===== config.mk =====
export PLATFORM = sky130hd
export DESIGN_NAME = alu
export DESIGN_NICKNAME = d
export VERILOG_FILES = /design/src/rtl/alu.sv
export SDC_FILE = /design/constraint.sdc
export NUM_CORES = 1
export LEC_CHECK = 0
export ABC_CLOCK_PERIOD_IN_PS = 800
export CAP_MARGIN = 10
export CORE_MARGIN = 4
export CORE_UTILIZATION = 35
export CTS_BUF_LIST = sky130_fd_sc_hd__clkbuf_16
export DETAILED_ROUTE_END_ITERATION = 7
export HOLD_SLACK_MARGIN = 0.05
export PLACE_DENSITY = 0.64
export SLEW_MARGIN = 20
export SYNTH_ARGS = -nofsm -noshare
export SYNTH_HDL_FRONTEND = slang
export SYNTH_SLANG_ARGS = --single-unit
export TNS_END_PERCENT = 1

===== constraint.sdc =====
create_clock -name clk -period 0.8 [get_ports clk]
set_input_delay 0.08 -clock clk [delete_from_list [all_inputs] [get_ports clk]]
set_output_delay 0.08 -clock clk [all_outputs]
set_load 0.01 [all_outputs]

===== src/rtl/alu.sv =====
// -----------------------------------------------------------------------------
// alu -- registered integer ALU for the RV32I datapath.
//
// One operation is sampled on every rising clk edge. Result and the Z/N/V/C
// flags appear on that same edge (latency 1, throughput 1, no handshake).
//
// Ports
//   clk         in   1      clock, rising edge
//   rst         in   1      asynchronous, active-low reset (clears all outputs)
//   A           in   WIDTH  operand A (rs1 / PC)
//   B           in   WIDTH  operand B (rs2 / immediate)
//   ALUControl  in   3      operation select (ADD SUB AND OR XOR SLT SLTU PASSB)
//   Result      out  WIDTH  registered result
//   Z           out  1      Result == 0
//   N           out  1      Result[WIDTH-1]
//   V           out  1      signed overflow (ADD/SUB only, else 0)
//   C           out  1      adder carry-out (ADD/SUB only, else 0)
// -----------------------------------------------------------------------------
module alu #(
    parameter int unsigned WIDTH = 32
) (
    input  logic             clk,
    input  logic             rst,
    input  logic [WIDTH-1:0] A,
    input  logic [WIDTH-1:0] B,
    input  logic [2:0]       ALUControl,
    output logic [WIDTH-1:0] Result,
    output logic             Z,
    output logic             N,
    output logic             V,
    output logic             C
);

    typedef enum logic [2:0] {
        OP_ADD   = 3'b000,
        OP_SUB   = 3'b001,
        OP_AND   = 3'b010,
        OP_OR    = 3'b011,
        OP_XOR   = 3'b100,
        OP_SLT   = 3'b101,
        OP_SLTU  = 3'b110,
        OP_PASSB = 3'b111
    } alu_op_e;

    alu_op_e          op;
    logic             do_sub;
    logic [WIDTH-1:0] b_eff;
    logic [WIDTH:0]   add_full;
    logic [WIDTH-1:0] sum;
    logic             carry;
    logic             ovf;

    logic [WIDTH-1:0] result_d, result_q;
    logic             z_d, z_q;
    logic             n_d, n_q;
    logic             v_d, v_q;
    logic             c_d, c_q;

    assign op = alu_op_e'(ALUControl);

    // One shared adder: SUB, SLT and SLTU all evaluate A + ~B + 1.
    always_comb begin
        do_sub   = (op == OP_SUB) || (op == OP_SLT) || (op == OP_SLTU);
        b_eff    = do_sub ? ~B : B;
        add_full = {1'b0, A} + {1'b0, b_eff} + {{WIDTH{1'b0}}, do_sub};
        sum      = add_full[WIDTH-1:0];
        carry    = add_full[WIDTH];
        // Same-sign adder inputs producing a different-sign sum.
        ovf      = (A[WIDTH-1] == b_eff[WIDTH-1]) && (sum[WIDTH-1] != A[WIDTH-1]);
    end

    always_comb begin
        result_d = '0;
        v_d      = 1'b0;
        c_d      = 1'b0;
        case (op)
            OP_ADD, OP_SUB: begin
                result_d = sum;
                v_d      = ovf;
                c_d      = carry;
            end
            OP_AND:   result_d = A & B;
            OP_OR:    result_d = A | B;
            OP_XOR:   result_d = A ^ B;
            // Signed less-than stays correct under overflow via N^V.
            OP_SLT:   result_d[0] = sum[WIDTH-1] ^ ovf;
            // Unsigned less-than is a borrow, i.e. no carry-out.
            OP_SLTU:  result_d[0] = ~carry;
            OP_PASSB: result_d = B;
            default:  result_d = '0;
        endcase
        z_d = (result_d == '0);
        n_d = result_d[WIDTH-1];
    end

    always_ff @(posedge clk or negedge rst) begin
        if (!rst) begin
            result_q <= '0;
            z_q      <= 1'b0;
            n_q      <= 1'b0;
            v_q      <= 1'b0;
            c_q      <= 1'b0;
        end else begin
            result_q <= result_d;
            z_q      <= z_d;
            n_q      <= n_d;
            v_q      <= v_d;
            c_q      <= c_d;
        end
    end

    assign Result = result_q;
    assign Z      = z_q;
    assign N      = n_q;
    assign V      = v_q;
    assign C      = c_q;

endmodule


==> out/qor.csv, run 1 <==
metric,value,unit
FP Rows,46,
total wire length,22100,µm
count of unique library cells instantiated by Yosys,72,
Final Critical Period,3.44,ns
Inserted Clock Buffers,5,
placed cell area,0.00888,mm²
max_cap viols,0,
setup ws final,-2.64,ns
initial core utilization,35.7,%
Hold Crit Class,in2async,
RSZ-0062 raised after global routing,yes,
vias,6797,
final-report max-slew violation count,0,
number of routed nets with antenna violations,0,
Most used DFF post-synth,dfrtp_1,
relative slew slack,57.5,%
Post-Syn Area,0.00565,mm²
drt via density,5.24,
CTS sink cnt,35,
IO buf count,104,
maximum vdd drop,0.000874,V
post-synthesis sequential area ratio,15.5,%
Post-synth ARST share,100,%
fin util,59.4,%
# fillers,1439,
routability cong.,0.968,
multi-input logic area,0.00462,mm²
DR WL/cell,17.1,µm
vias in the first global route,6705,
post-DP HPWL,17300,µm
initial antenna violation count,0,
critical path class,in2reg,
failing checks,setup timing,
Place WS,-3.41,ns
CTS tree,done,
Final Hold Violating Endpoints,0,
FF+latch area,876,µm²
Detailed Route Iter0 Violations,405,
status,finished with violations,
Non-Filler Instances,1297,
chip width,135,µm
die height,135,µm
n_diodes,0,
overall routing resource usage,23.8,%
Clock transition at path regs,0.05,ns
CP Capture Type,register,
first-pass GRT wire length,34400,µm
largest net degree at the start of global routing,52,
Worst-Margin Slew,0.637,ns
WHS,0.172,ns
CTS Buffer Depth,2,
Startpoint Class,input pin,
layout cells sized above 1,38.8,%
io pins,105,
Final #Nets,1246,
dpl cells,1269,
core area,0.0158,mm²
CTS root buffer,clkbuf_16,
Tot Pwr,12.8,mW
Arrival @ worst endpoint,3.64,ns
count of final setup violators,71,
Tcrit/Tclk final,429,%
achievable clock frequency,0.291,GHz
Final Cell Area,0.00940,mm²
Static Leak,4.68,nW
PD cells,1360,mW/mm²
TritonRoute pass-1 iters,5,
Overflow after GRT,0,
number of remaining DRC errors,0,
CP required,1.01,ns
Ys Warns,0,
setup TNS,-66.10,ns
Mapped Cells,723,
Die Area,0.0182,mm²
Worst Path Max Fanout,3,
synthesized flop and latch total,35,
Mapped Nets,888,
Area Overhead vs Synth,66.4,%
Post-synth EDFFs,0,
synthesized area per cell,7.82,µm²
CTS H-tree depth,2,
[Yosys cell counts (all sizes together), types with 6 or more instances]
cell     n  area (µm²)
a21oi   50         254
a21o     8        60.1
a221oi   8        76.3
mux2i   12         120
o21a     9        67.6
nand2   62         233
and2     6        40.0
a22oi   16         120
o211ai   8        60.1
ha      95        1190
inv     88         330
buf     19         111
xor2     9        78.8
o31ai    6        45.0
o21bai   8        63.8
o21ai   47         246
dfrtp   35         876
nand3   10        50.1
nor3    15        75.1
a221o    6        60.1
a22o    11        96.3
nor2    36         138
xnor2   43         377
nand4   16         100
clkbuf  22        82.6
a211oi  10        85.1
a31oi    6        37.5
[final timing paths]
| check | startpoint | endpoint | slack, ns | cells past startpoint |
|---|---|---|---|---|
| min in group clk | B[2] | Result[2]$_DFF_PN0_ | 0.50 | 5 |
| worst min-delay path | rst | Result[0]$_DFF_PN0_ | 0.17 | 2 |
| max in group asynchronous | rst | Result[10]$_DFF_PN0_ | 0.26 | 3 |
| worst max-delay path | B[0] | Z$_DFF_PN0_ | -2.64 | 15 |
[cell usage in the layout, fill, tap and decap left out, types with 11 or more instances in the layout]
cell	instances
buf_4	275
mux2i_1	12
a22oi_1	16
nand2_1	60
nand4_1	16
buf_2	33
clkdlybuf4s50_1	62
inv_1	86
xnor2_1	37
a21oi_1	40
nor2_1	33
a22o_1	11
ha_1	92
buf_6	11
o21ai_0	28
dfrtp_1	35
[layer usage]
metal,share of wire [%],global-route usage [%],vias up
met3,5.6,3.24,53
met1,46,32.3,3197
met4,3.2,8.29,0
met5,0,0,-
li1,-,-,3304
met2,46,38.9,243
[worst max-delay path: stages]
cell,delay (ns)
clkdlybuf4s50_1,0.41
buf_4,0.15
inv_1,0.08
a31oi_2,0.10
fa_2,0.40
buf_4,0.15
xnor2_1,0.22
a221oi_2,0.11
or4_4,0.53
a211o_1,0.32
nor4b_4,0.28
nand4b_1,0.21
nor4_4,0.22
nand4_1,0.15
nor4_2,0.23
[power by group]
part | leakage [nW] | switching (mW) | internal (mW) | total, mW
Sequential | 0.437 | 0.0763 | 2.05 | 2.12
Clock | 0.0671 | 0.838 | 1.12 | 1.96
Combinational | 4.17 | 4.27 | 4.42 | 8.69
[kinds of logic (layout without fill, tap and decap cells)]
kind of cell / count (synthesis) / in the layout / share of synthesized area (%)
AOI/OAI and AO/OA: 225 / 225 / 27.9
and+or+nand+nor: 172 / 172 / 15.5
buffers and inverters: 130 / 488 / 9.34
adders and majority gates: 96 / 96 / 21.4
xor gates and xnor gates: 52 / 52 / 8.06
DFF: 35 / 35 / 15.5
muxes: 13 / 13 / 2.33
[cell type report]
cell class	count	area share (%)
clock buffers	5	1.33
clock inverters	2	0.0932
repair buffers	392	33.7
flip-flops and latches	35	9.32
inverters	89	3.55
well taps	216	2.88
multi-input cells	558	49.2
[repair_timing]
action	4_1_cts	5_1_grt
pin swaps	26	30
setup endpoints to repair	71	71
hold endpoints to repair	35	0
gates resized for setup	211	52
hold buffers	1	0
setup buffers	12	9
[state kept, by name (all words and copies together), names as in the netlist]
name	flops
Result	31
C	1
N	1
V	1
Z	1
Note: power is estimated with default switching activity, not from simulation.
==> inputs of run 2 (changes only) <==
DONT_BUFFER_PORTS = 1   (was unset)
PLACE_DENSITY = unset   (was 0.64)
PLACE_DENSITY_LB_ADDON = 0.2   (was unset)
RECOVER_POWER = 25   (was unset)
==> run 2 against run 1 <==
Effect of this change:
- the flow finishes with violations (hold timing, setup timing)
- first-iteration DRC count down 18%
- core utilization down 10 points
- maximum frequency up 9.2%
- non-clock buffer count down 188
- die area unchanged
- critical endpoint unchanged
- largest cell class unchanged
- highest routed layer unchanged
==> out/qor.csv, run 2 (synthesis results as in run 1) <==
metric,value,unit,change
max reg flops,31,,unchanged
setup TNS,-53.33,ns,+12.78 ns
Psw,4.55,mW,-12%
failing checks,"hold timing, setup timing",,
Final Hold Violating Endpoints,35,,+35
total wire length,20900,µm,-5.5%
n_diodes,0,,unchanged
number of routed nets with antenna violations,0,,unchanged
WHS,-0.527,ns,-0.699 ns
initial core utilization,35.7,%,unchanged
Die Area,0.0182,mm²,unchanged
overall routing resource usage,23.1,%,-0.73 points
DR WL/cell,18.8,µm,+10%
WP buf/inv,2,,-2
vias,5937,,-13%
IO buf count,0,,-100%
CTS Buffer Depth,2,,unchanged
Inserted Clock Buffers,5,,unchanged
status,finished with violations,,
critical path class,in2reg,,
Overflow after GRT,0,,unchanged
count of final setup violators,37,,-48%
internal power,6.59,mW,-13%
CTS tree,done,,
vias in the first global route,6233,,-7.0%
maximum vdd drop,0.000830,V,-5.1%
Static Leak,3.74,nW,-20%
RSZ-0062 raised after global routing,yes,,
drt via density,5.35,,+2.1%
Arrival @ worst endpoint,3.34,ns,-0.30 ns
Detailed Route Iter0 Violations,332,,-18%
placed cell area,0.00729,mm²,-18%
PD cells,1430,mW/mm²,+5.3%
final-report max-slew violation count,0,,unchanged
Hold Crit Class,in2async,,
CP required,0.99,ns,-0.02 ns
number of remaining DRC errors,0,,unchanged
Non-Filler Instances,1110,,-14%
Final #Nets,1058,,-15%
relative slew slack,62.7,%,+5.2 points
Worst Path Max Fanout,53,,+50
Tot Pwr,11.1,mW,-13%
first-pass GRT wire length,33200,µm,-3.5%
Flop pwr share,20.8,%,+4.2 points
CP peak stage delay,0.38,ns,-0.15 ns
CP Capture Type,register,,
io pins,105,,unchanged
FP Rows,46,,unchanged
max_cap viols,0,,unchanged
achievable clock frequency,0.318,GHz,+9.2%
CTS root buffer,clkbuf_16,,
layout cells sized above 1,32.1,%,-6.7 points
setup ws final,-2.34,ns,+0.291 ns
CTS H-tree depth,2,,unchanged
CTS sink cnt,35,,unchanged
die height,135,µm,unchanged
Final Critical Period,3.14,ns,-0.291 ns
CP Cell Sequence,"nand3b_4, nand2_8, buf_6, buf_4, xnor2_1, ha_1, nand2_1, o31a_1, o31a_1, o311a_1, o31ai_2, xnor2_1, o21ai_2, nor3_2, nand4_1, nor4_2",,
post-DP HPWL,16900,µm,-2.3%
Clock transition at path regs,0.06,ns,about the same
Place WS,-2.88,ns,+0.524 ns
routability cong.,0.906,,-6.3%
Final Cell Area,0.00779,mm²,-17%
critical path's slowest cell,o311a_1,,
"most common cell after layout, fill and taps aside",buf_4,,
Startpoint Class,input pin,,
Tcrit/Tclk final,393,%,-36 points
fin util,49.2,%,-10 points
dpl cells,1099,,-13%
Area Overhead vs Synth,37.8,%,
most frequent cells in the layout,"199 x buf_4, 92 x ha_1, 89 x inv_1",,
Worst-Margin Slew,0.557,ns,-0.0808 ns
Top Family by Delay on Critical Path,compound AO/OA/AOI/OAI gates,,
TritonRoute pass-1 iters,4,,-1
largest net degree at the start of global routing,54,,+3.8%
clock network fraction of total power,17.6,%,+2.3 points
core area,0.0158,mm²,unchanged
# fillers,1554,,+8.0%
Logic pwr share,61.6,%,-6.4 points
Switching Fraction,40.8,%,+0.26 points
CTS hold repair buffers,1,,unchanged
chip width,135,µm,unchanged
initial antenna violation count,0,,unchanged
## run 2: changes by cell type in the layout (fill, tap and decap cells not counted), sizes merged
cell           previous run  this run
buf                     327       203
clkdlybuf4s50            62         0
inv                      88        89
dlymetal6s2s              2         0
## run 2: worst max path at each step
stage,start,to,slack (ns),cells past startpoint
3_5_place_dp,ALUControl[0],Z$_DFF_PN0_,-2.88,16
5_1_grt,ALUControl[0],Z$_DFF_PN0_,-2.50,18
4_1_cts,ALUControl[0],Z$_DFF_PN0_,-2.33,18
2_1_floorplan,ALUControl[0],Z$_DFF_PN0_,-2.42,17
6_report,ALUControl[0],Z$_DFF_PN0_,-2.34,16
3_3_place_gp,ALUControl[0],Z$_DFF_PN0_,-2.85,15
## run 2: repair_timing
item / CTS / global route
endpoints found under the setup margin: 39 / 49
endpoints found under the hold margin: 36 / 35
buffers inserted: 2 / 0
pin swaps: 22 / 9
gates resized for setup: 50 / 34
## run 2: area by class of cell
type / count / area, µm² / area share [%]
multi-input combinational: 558 / 4600 / 59.1
timing repair buffer: 204 / 1570 / 20.1
sequential: 35 / 877 / 11.3
inverter: 89 / 334 / 4.29
tap: 216 / 270 / 3.47
clock buffer: 5 / 125 / 1.61
clock inverter: 3 / 11.3 / 0.145
## run 2: power groups by stage
stage	combinational, mW	sequential [mW]	clock [mW]
global placement	6.21	2.36	0
detailed placement	6.26	2.36	0
floorplan	3.55	2.31	0
finish	6.86	2.32	1.96
CTS	6.61	2.33	2.02
global route	7.49	2.35	2.09
## run 2: routing by layer
metal / GRT usage [%] / vias to the layer above / part of all wire [%]
li1: - / 2929 / -
met3: 4.55 / 31 / 5.5
met4: 6.55 / 0 / 2.2
met1: 27.5 / 2841 / 42
met5: 0 / - / 0
met2: 42.1 / 136 / 51
==> inputs of run 3 (changes only) <==
ABC_CLOCK_PERIOD_IN_PS = unset   (was 800)
==> results of run 3 <==
No change in the layout: final DEF, timing and power equal those of run 2.
